$ cat config.mk
export PLATFORM = sky130hd
export DESIGN_NAME = mdu_iter_core
export DESIGN_NICKNAME = d
export VERILOG_FILES = /design/src/rtl/mdu_iter_core.sv
export SDC_FILE = /design/constraint.sdc
export NUM_CORES = 1
export LEC_CHECK = 0
export CAP_MARGIN = 5
export CORE_UTILIZATION = 65
export DETAILED_ROUTE_END_ITERATION = 12
export DONT_BUFFER_PORTS = 1
export PLACE_DENSITY = 0.89
export SYNTH_ARGS = -nofsm -noshare
export SYNTH_HDL_FRONTEND = slang
export SYNTH_SLANG_ARGS = --single-unit
$ cat constraint.sdc
create_clock -name clk -period 9 [get_ports clk]
set_input_delay 1.8 -clock clk [delete_from_list [all_inputs] [get_ports clk]]
set_output_delay 1.8 -clock clk [all_outputs]
set_load 0.05 [all_outputs]
$ cat src/rtl/mdu_iter_core.sv
// rtl/mdu_iter_core.sv - iterative shift-add multiplier / restoring divider for the MDU
module mdu_iter_core #(
    parameter int STEP = 1
) (
    input  logic        clk,
    input  logic        reset,
    input  logic        start,
    input  logic [1:0]  op,
    input  logic [31:0] a,
    input  logic [31:0] b,
    input  logic        abort,
    output logic        busy,
    output logic        done,
    output logic [31:0] hi,
    output logic [31:0] lo,
    output logic        dz
);

    localparam int N = 32 / STEP;

    typedef enum logic [1:0] {
        IDLE = 2'd0,
        CALC = 2'd1,
        SIGN = 2'd2,
        DONE = 2'd3
    } state_t;

    state_t      state;
    logic [5:0]  cnt;
    // acc[64:32] holds the running high half (product) or remainder (divide);
    // acc[31:0] holds the multiplier bits still to consume, or dividend/quotient.
    logic [64:0] acc;
    logic [64:0] acc_next;
    // Multiplicand for multiply, divisor for divide; 33 bits so |0x80000000| fits.
    logic [32:0] opnd;
    logic        is_div;
    logic        neg_q;
    logic        neg_r;

    logic        op_signed;
    logic        a_neg;
    logic        b_neg;
    logic [31:0] a_mag;
    logic [31:0] b_mag;
    logic [63:0] prod_fix;
    logic [31:0] quo_fix;
    logic [31:0] rem_fix;

    // One radix-2 step: shift-add for multiply, shift/trial-subtract for divide
    function automatic logic [64:0] iter_step(input logic [64:0] x,
                                              input logic [32:0] d,
                                              input logic        div);
        logic [33:0] sum;
        logic [32:0] rem_sh;
        logic [33:0] diff;
        logic [64:0] res;
        sum    = {1'b0, x[64:32]} + (x[0] ? {1'b0, d} : 34'd0);
        rem_sh = x[63:31];
        diff   = {1'b0, rem_sh} - {1'b0, d};
        if (div) begin
            if (!diff[33]) begin
                res = {diff[32:0], x[30:0], 1'b1};
            end else begin
                res = {rem_sh, x[30:0], 1'b0};
            end
        end else begin
            res = {sum, x[31:1]};
        end
        return res;
    endfunction

    // Operand magnitudes and sign flags for the op being offered on the inputs
    always_comb begin
        op_signed = ~op[0];
        a_neg     = op_signed & a[31];
        b_neg     = op_signed & b[31];
        a_mag     = a_neg ? (32'd0 - a) : a;
        b_mag     = b_neg ? (32'd0 - b) : b;
    end

    // STEP iterations chained combinationally per cycle
    always_comb begin
        acc_next = acc;
        for (int i = 0; i < STEP; i++) begin
            acc_next = iter_step(acc_next, opnd, is_div);
        end
    end

    // Two's-complement correction of the unsigned result
    always_comb begin
        prod_fix = neg_q ? (64'd0 - acc[63:0]) : acc[63:0];
        quo_fix  = neg_q ? (32'd0 - acc[31:0]) : acc[31:0];
        rem_fix  = neg_r ? (32'd0 - acc[63:32]) : acc[63:32];
    end

    // Control FSM with registered busy/done/hi/lo/dz
    always_ff @(posedge clk) begin
        if (reset) begin
            state  <= IDLE;
            busy   <= 1'b0;
            done   <= 1'b0;
            dz     <= 1'b0;
            hi     <= 32'd0;
            lo     <= 32'd0;
            cnt    <= 6'd0;
            acc    <= 65'd0;
            opnd   <= 33'd0;
            is_div <= 1'b0;
            neg_q  <= 1'b0;
            neg_r  <= 1'b0;
        end else begin
            case (state)
                IDLE, DONE: begin
                    done  <= 1'b0;
                    state <= IDLE;
                    if (start && !abort) begin
                        is_div <= op[1];
                        neg_q  <= a_neg ^ b_neg;
                        neg_r  <= a_neg;
                        if (op[1] && (b == 32'd0)) begin
                            // Divide by zero completes immediately; hi/lo keep old values
                            dz    <= 1'b1;
                            done  <= 1'b1;
                            state <= DONE;
                        end else begin
                            acc   <= {33'd0, (op[1] ? a_mag : b_mag)};
                            opnd  <= {1'b0, (op[1] ? b_mag : a_mag)};
                            cnt   <= 6'(N);
                            busy  <= 1'b1;
                            state <= CALC;
                        end
                    end
                end
                CALC: begin
                    if (abort) begin
                        busy  <= 1'b0;
                        state <= IDLE;
                    end else begin
                        acc <= acc_next;
                        cnt <= cnt - 6'd1;
                        if (cnt == 6'd1) begin
                            state <= SIGN;
                        end
                    end
                end
                SIGN: begin
                    if (abort) begin
                        busy  <= 1'b0;
                        state <= IDLE;
                    end else begin
                        if (is_div) begin
                            hi <= rem_fix;
                            lo <= quo_fix;
                        end else begin
                            hi <= prod_fix[63:32];
                            lo <= prod_fix[31:0];
                        end
                        dz    <= 1'b0;
                        done  <= 1'b1;
                        busy  <= 1'b0;
                        state <= DONE;
                    end
                end
                default: begin
                    busy  <= 1'b0;
                    done  <= 1'b0;
                    state <= IDLE;
                end
            endcase
        end
    end

endmodule

==> results of run 1 <==
power breakdown:
group	switching, uW	internal, uW
sequential	49.9	803
combinational	264	164
clock	403	391
per-stage QoR:
stage / power (uW) / instance area [sq um]
6_report: 2080 / 14500
5_1_grt: 2150 / 14500
4_1_cts: 2060 / 14500
3_5_place_dp: 1280 / 13900
3_3_place_gp: 1270 / 13900
2_1_floorplan: 1190 / 13900
worst reg2reg max path, stage by stage, from the launching register on:
cell and delay (ps):
dfxtp_1 460, inv_1 160, ha_1 250, nand2b_1 170, a21oi_1 290, o21ai_0 300, o41ai_1 850, o21ai_0 230
and2_1 240, o21ai_4 660, buf_4 420, mux2i_1 300, a21oi_1 100, a21o_1 180
metal layers:
layer	vias up	part of all wire [%]
li1	6607	-
met1	6566	41
met2	884	44
met3	135	12
met4	0	4.0
met5	-	0
flip-flops by register name, summed over array words and instances, names as in the netlist:
register,count
opnd,32
acc,65
lo,32
state,2
hi,32
done,1
cnt,6
is_div,1
neg_q,1
dz,1
busy,1
neg_r,1
area by class of cell:
cell class / count / area, sq um
timing repair buffer: 11 / 82.6
multi-input combinational: 1518 / 9710
clock buffer: 17 / 425
tap: 275 / 344
inverter: 69 / 259
sequential: 175 / 3500
clock inverter: 15 / 209
fill: 1706 / 6490
worst max path at each step:
stage	startpoint	to	cells after the start
2_1_floorplan	b[7]	acc[42]$_SDFFE_PP0P_	11
3_3_place_gp	b[27]	acc[57]$_SDFFE_PP0P_	10
3_5_place_dp	b[27]	acc[57]$_SDFFE_PP0P_	10
4_1_cts	b[27]	acc[57]$_SDFFE_PP0P_	10
5_1_grt	op[1]	acc[57]$_SDFFE_PP0P_	9
6_report	b[27]	acc[57]$_SDFFE_PP0P_	10
cell usage after synthesis, types with 3 or more instances:
library cell,n,share of area [%]
a2111oi_0,3,0.19
or4_1,9,0.49
nand3_1,39,1.4
o21a_1,10,0.54
mux2_2,18,1.5
nand4_1,8,0.36
a211oi_1,104,5.6
o211ai_1,28,1.5
o41ai_1,14,0.88
o21bai_1,7,0.38
xor2_1,91,5.7
mux2i_1,48,3.5
nor3_1,57,2.1
ha_1,72,6.5
nand2_1,182,4.9
a221o_1,3,0.22
nor2b_1,16,0.72
clkbuf_1,110,3.0
and2_1,5,0.22
or3_1,20,0.90
o221ai_1,15,0.94
a21oi_1,175,6.3
or2_2,5,0.22
buf_2,4,0.14
o31ai_1,15,0.81
a31oi_1,12,0.54
inv_1,67,1.8
nor2_1,229,6.2
nor4_1,21,0.94
a311oi_1,7,0.44
or4_4,3,0.24
xnor2_1,80,5.0
buf_1,6,0.16
and3_1,19,0.85
a22oi_1,9,0.49
o21ai_0,103,3.7
dfxtp_1,175,25
a211o_1,3,0.19
a21o_1,32,1.7
nand2b_1,17,0.76
cell families after synthesis:
logic type / share of synthesized area [%]
DFF: 25.2
and+or+nand+nor: 20.9
AOI/OAI and AO/OA: 26.3
adders and majority gates: 6.77
muxes: 4.91
xor gates and xnor gates: 10.8
buffers and inverters: 5.22
cell usage in the layout, fill, tap and decap left out, drive strengths merged, types with 5 or more instances in the layout:
cell type and n:
a22oi 9, buf 11, or4 12, dfxtp 175, o211ai 28, or2 5
nor2 229, o21bai 7, mux2 18, nand2b 17, or3 21, a31oi 12
nand3 39, mux2i 48, o31ai 15, nor3 57, inv 80, o41ai 16
o221ai 15, nor4 21, and2 6, o21a 10, ha 72, a21oi 175
and3 19, a311oi 7, xor2 91, xnor2 80, nor2b 16, a21o 32
o21ai 105, clkbuf 17, a211oi 104, nand4 8, nand2 182
==> results by group, run 1 <==
GRT
  – GR Util met2: 56.8%
  – Vias in the first global route: 12,633
  – Top Usage Layer GRT: met2
  – Largest net degree at the start of global routing: 146
  – GR Util All Layers: 37.2%
  – GR Layer Usage met1: 49.9%
  – Grt ovf: 0
  – Initial antenna violation count: 0
  – Met3 Usage GRT: 8.53%
  – Global-route wire length before repair: 65.2 mm

Min path
  – Worst hold start: opnd[14]$_SDFFE_PP0P_
  – Worst Hold Path Cells: 2
  – WHS Endpoint: opnd[14]$_SDFFE_PP0P_
  – Worst hold path class: reg -> reg

Logic synthesis
  – Synth Warn #: 0
  – Fraction of registers with async set/reset: 0%
  – Synthesized area per cell: 7.38 sq um
  – Synth Flop Type: dfxtp_1
  – Net Count, Synth: 2,027
  – Post-synthesis sequential area ratio: 25.2%
  – Synth Register Bits: 175
  – Cells after synthesis: 1,883
  – EDFF count, synth: 0
  – Netlist cell types: 70
  – Cell Area, Synth: 13,900 sq um

STA
  – Final Setup Violations: 0
  – Fin. max-slew vios: 0
  – Hold Fails Final Rpt: 0
  – Final worst slack: 3700 ps
  – Max-slew headroom: 22.3%
  – Final critical-path share of the clock period: 58.9%
  – Achievable Freq: 0.189 GHz
  – WHS: 458 ps
  – Clock skew: 17.4 ps
  – Worst Max-Slew Pin Slew: 1160 ps
  – RSZ-0062 raised after global routing: false
  – Setup TNS Final: 0 ps
  – Tmin final: 5300 ps

Floorplanning
  – Starting Density: 66.2%
  – Num ports: 137
  – Die span in x: 148 microns
  – Die ar.: 22,000 sq um
  – Core footprint: 21,000 sq um
  – Die height: 148 microns
  – Site Rows: 53

Finish
  – Area delta synth->final: 4.51%
  – Layout Utilization: 69.1%
  – Inserted Diodes: 0
  – Nets: 1,936
  – Ratio of cells with drive above 1 in the final layout: 4.54%
  – Final Non-Filler Cells: 2,080

Critical path
  – Startpoint Class: primary input
  – Critical Path AT: 5640 ps
  – Top cell family by delay on the critical path: simple AND/OR/NAND/NOR gates
  – R2r endpoint: acc[44]$_SDFFE_PP0P_
  – Worst path bufs/invs: 1
  – CP Max Fanout: 38
  – Worst reg2reg path depth: 13
  – Max stage delay cell, worst path: nand2_1
  – Worst EP required: 9340 ps
  – Critical path's largest stage delay: 690 ps
  – Crit. End Element: register
  – Flop2flop setup slack: 4290 ps
  – Worst Setup Path Type: in -> reg
  – Crit path cell chain: or4_1 > nor4_1 > nor3b_1 > a21oi_2 > nor2_2 > buf_4 > nor2_1 > nand2_1 > a211oi_1 > a221o_1
  – FF-to-FF Start: acc[31]$_SDFFE_PP0P_

Power and ir drop
  – Leakage: 0.00548 uW
  – Pwr/cell area: 143 nW/um^2
  – Worst vdd ir: 0.0979 mV

CTS
  – H-tree levels: 4
  – Hold Buf Count CTS: 0
  – CTS tree: yes
  – Post-CTS sizing: 0
  – Clock-pin slew on the worst setup and hold paths: 80 ps
  – Total CTS buffers: 17
  – Clock Sinks: 175
  – Worst-case clock buffer depth: 2
  – Clk_lat worst skew: 460 ps
  – Number of setup buffers added after CTS: 0
  – Root buffer cell: clkbuf_16

Routing
  – DRT antenna net count: 0
  – Pre-antenna DRT Iters: 6
  – Final wirelength: 41.6 mm
  – # DRC: 0
  – Initial drt markers: 1,889
  – Detailed-route via count: 14,192
  – Vias per Instance: 6.82
  – DR WL/cell: 20.0 microns

Placed design
  – Dpl ws: 3420 ps
  – GP Congestion: 1.04
  – DPL Wire Length: 30.8 mm
  – Placed cells: 2,048
  – Port buffer count: 0

Flow run
  – Max-cap violation count: 0

Status
  – Status: finished clean
Power figures use the tool's default switching activity.
==> run 2, diff against run 1 <==
- clock period: 9 -> 5.05 ns (I/O delays scaled with it)
==> run 2 against run 1 <==
Compared with the run above: cell area increased by 1.0%; power increased by 76%; clock power grew 72%; routed wire length increased by 0.68%; critical path depth is 4 higher; clock-buffer cell count unchanged; via count decreased by 1.5%; hold slack got worse by 6.0 ps; sequential power rose by 78%; critical endpoint is now acc[60]$_SDFFE_PP0P_.
==> results by group, run 2 (same netlist as run 1, synthesis figures left out) <==
CTS
  – Total CTS buffers: 17 (unchanged)
  – Number of setup buffers added after CTS: 0 (unchanged)
  – CTS tree: yes
  – H-tree levels: 4 (unchanged)
  – Hold Buf Count CTS: 0 (unchanged)
  – Root buffer cell: clkbuf_16
  – Clk_lat worst skew: 440 ps (-20 ps)
  – Clock-pin slew on the worst setup and hold paths: 80 ps (about the same)
  – Worst-case clock buffer depth: 2 (unchanged)
  – Post-CTS sizing: 0 (unchanged)
  – Clock Sinks: 175 (unchanged)

Routing
  – Initial drt markers: 1,582 (-16%)
  – Final wirelength: 41.9 mm (+0.68%)
  – DRT antenna net count: 0 (unchanged)
  – DR WL/cell: 19.9 microns (-0.24%)
  – Detailed-route via count: 13,976 (-1.5%)
  – Pre-antenna DRT Iters: 8 (+2)
  – Vias per Instance: 6.66 (-2.4%)
  – # DRC: 0 (unchanged)

GRT
  – Largest net degree at the start of global routing: 146 (unchanged)
  – Vias in the first global route: 12,487 (-1.2%)
  – GR Util All Layers: 37.4% (+0.19 points)
  – GR Layer Usage met1: 51.6% (+1.7 points)
  – Met3 Usage GRT: 7.64% (-0.89 points)
  – Top Usage Layer GRT: met2
  – Grt ovf: 0 (unchanged)
  – Initial antenna violation count: 0 (unchanged)
  – GR Util met2: 56.4% (-0.47 points)
  – Global-route wire length before repair: 65.1 mm (-0.13%)

Flow run
  – Max-cap violation count: 0 (unchanged)

Finish
  – Register Area: 3500 sq um (unchanged)
  – Ratio of cells with drive above 1 in the final layout: 5.49% (+0.94 points)
  – Multi-input logic area: 9710 sq um (unchanged)
  – Final Non-Filler Cells: 2,099 (+0.91%)
  – Commonest non-fill, non-tap cell in the layout: nor2_1
  – Cell area after layout: 14,700 sq um (+1.0%)
  – Fill count: 1,709 (+0.18%)
  – Nets: 1,954 (+0.93%)
  – Top reg by flops: acc
  – Commonest cells after routing, fill and taps aside: nor2_1 (227), nand2_1 (182), a21oi_1 (174), dfxtp_1 (174), a211oi_1 (104)
  – Area delta synth->final: 5.58%
  – Max reg flops: 65 (unchanged)

Floorplanning
  – Site Rows: 53 (unchanged)
  – Core footprint: 21,000 sq um (unchanged)
  – Starting Density: 66.2% (unchanged)
  – Die height: 148 microns (unchanged)
  – Num ports: 137 (unchanged)
  – Die span in x: 148 microns (unchanged)
  – Die ar.: 22,000 sq um (unchanged)

STA
  – Fin. max-slew vios: 0 (unchanged)
  – Worst Max-Slew Pin Slew: 1040 ps (-121 ps)
  – Final Setup Violations: 0 (unchanged)
  – Achievable Freq: 0.252 GHz
  – Tmin final: 3970 ps
  – RSZ-0062 raised after global routing: false
  – Hold Fails Final Rpt: 0 (unchanged)
  – Max-slew headroom: 30.5% (+8.2 points)
  – Final critical-path share of the clock period: 78.7%
  – Setup TNS Final: 0 ps (unchanged)
  – Clock skew: 16.3 ps (-1.10 ps)

Placed design
  – GP Congestion: 1.09 (+4.2%)
  – Port buffer count: 0 (unchanged)
  – Area of placed instances: 14,000 sq um (+1.1%)
  – DPL Wire Length: 31.3 mm (+1.5%)
  – Placed cells: 2,066 (+0.88%)

Critical path
  – Crit. End Element: register
  – Worst EP required: 5380 ps (-3960 ps)
  – Startpoint Class: register
  – Critical Path AT: 4300 ps (-1340 ps)
  – Worst Setup Path Type: reg -> reg
  – CP Max Fanout: 15 (-61%)

Power and ir drop
  – Leakage: 0.00556 uW (+1.6%)
  – Final Power: 3660 uW (+76%)
  – Pwr/cell area: 249 nW/um^2 (+75%)
  – Worst vdd ir: 0.177 mV (+81%)

Min path
  – Worst hold path class: reg -> reg

Status
  – Status: finished clean
-- run 2: cell types whose count changed in the layout (fill, tap and decap cells not counted), moves of 2 or more --
cell      previous run  this run
inv_8                4         1
buf_4               11        28
inv_12               6         4
clkinv_8             3         6
clkinv_4             0         3
inv_6                2         0
-- run 2: layout make-up --
class                   count  share of cell area (%)
diodes                      1                  0.0170
well taps                 275                    2.34
flip-flops and latches    175                    23.9
inverters                  69                    1.76
clock inverters            15                    1.41
repair buffers             29                    1.57
multi-input cells        1518                    66.1
clock buffers              17                    2.90
-- run 2: worst max-delay path: stages, from the launching register on --
cell,delay (ps)
dfxtp_1,320
inv_1,120
buf_4,230
nor2_1,70
ha_1,340
a21oi_1,280
o211ai_1,230
a31oi_1,270
o21ai_1,190
a211o_1,400
a31oi_1,300
nor3_1,90
a2111oi_1,590
xnor2_1,130
a221o_1,330
-- run 2: stage by stage --
step                      hold WS [ps]  util [%]  setup slack [ps]
after floorplan                    432         -              1520
after global placement             435      66.8              1010
after detailed placement           439      66.8               899
after CTS                          449      69.8              1140
after global routing               480      69.8               675
final                              452      69.8              1080
-- run 2: power breakdown --
| group | total (uW) | internal, uW | switching [uW] |
|---|---|---|---|
| sequential | 1520 | 1430 | 93.1 |
| combinational | 764 | 298 | 466 |
| clock | 1370 | 686 | 687 |
-- run 2: final timing paths --
check             cells past startpoint  slack, ps              endpoint            startpoint
hold reg to reg                       2        450  opnd[6]$_SDFFE_PP0P_  opnd[6]$_SDFFE_PP0P_
setup / recovery                     14       1080  acc[60]$_SDFFE_PP0P_   acc[0]$_SDFFE_PP0P_
setup reg to reg                     14       1080  acc[60]$_SDFFE_PP0P_   acc[0]$_SDFFE_PP0P_
hold / removal                        2        450  opnd[6]$_SDFFE_PP0P_  opnd[6]$_SDFFE_PP0P_
-- run 2: routing by layer --
layer / share of wire, % / vias up
met5: 0 / -
met1: 43 / 6427
li1: - / 6633
met4: 4.0 / 0
met2: 43 / 796
met3: 10 / 120
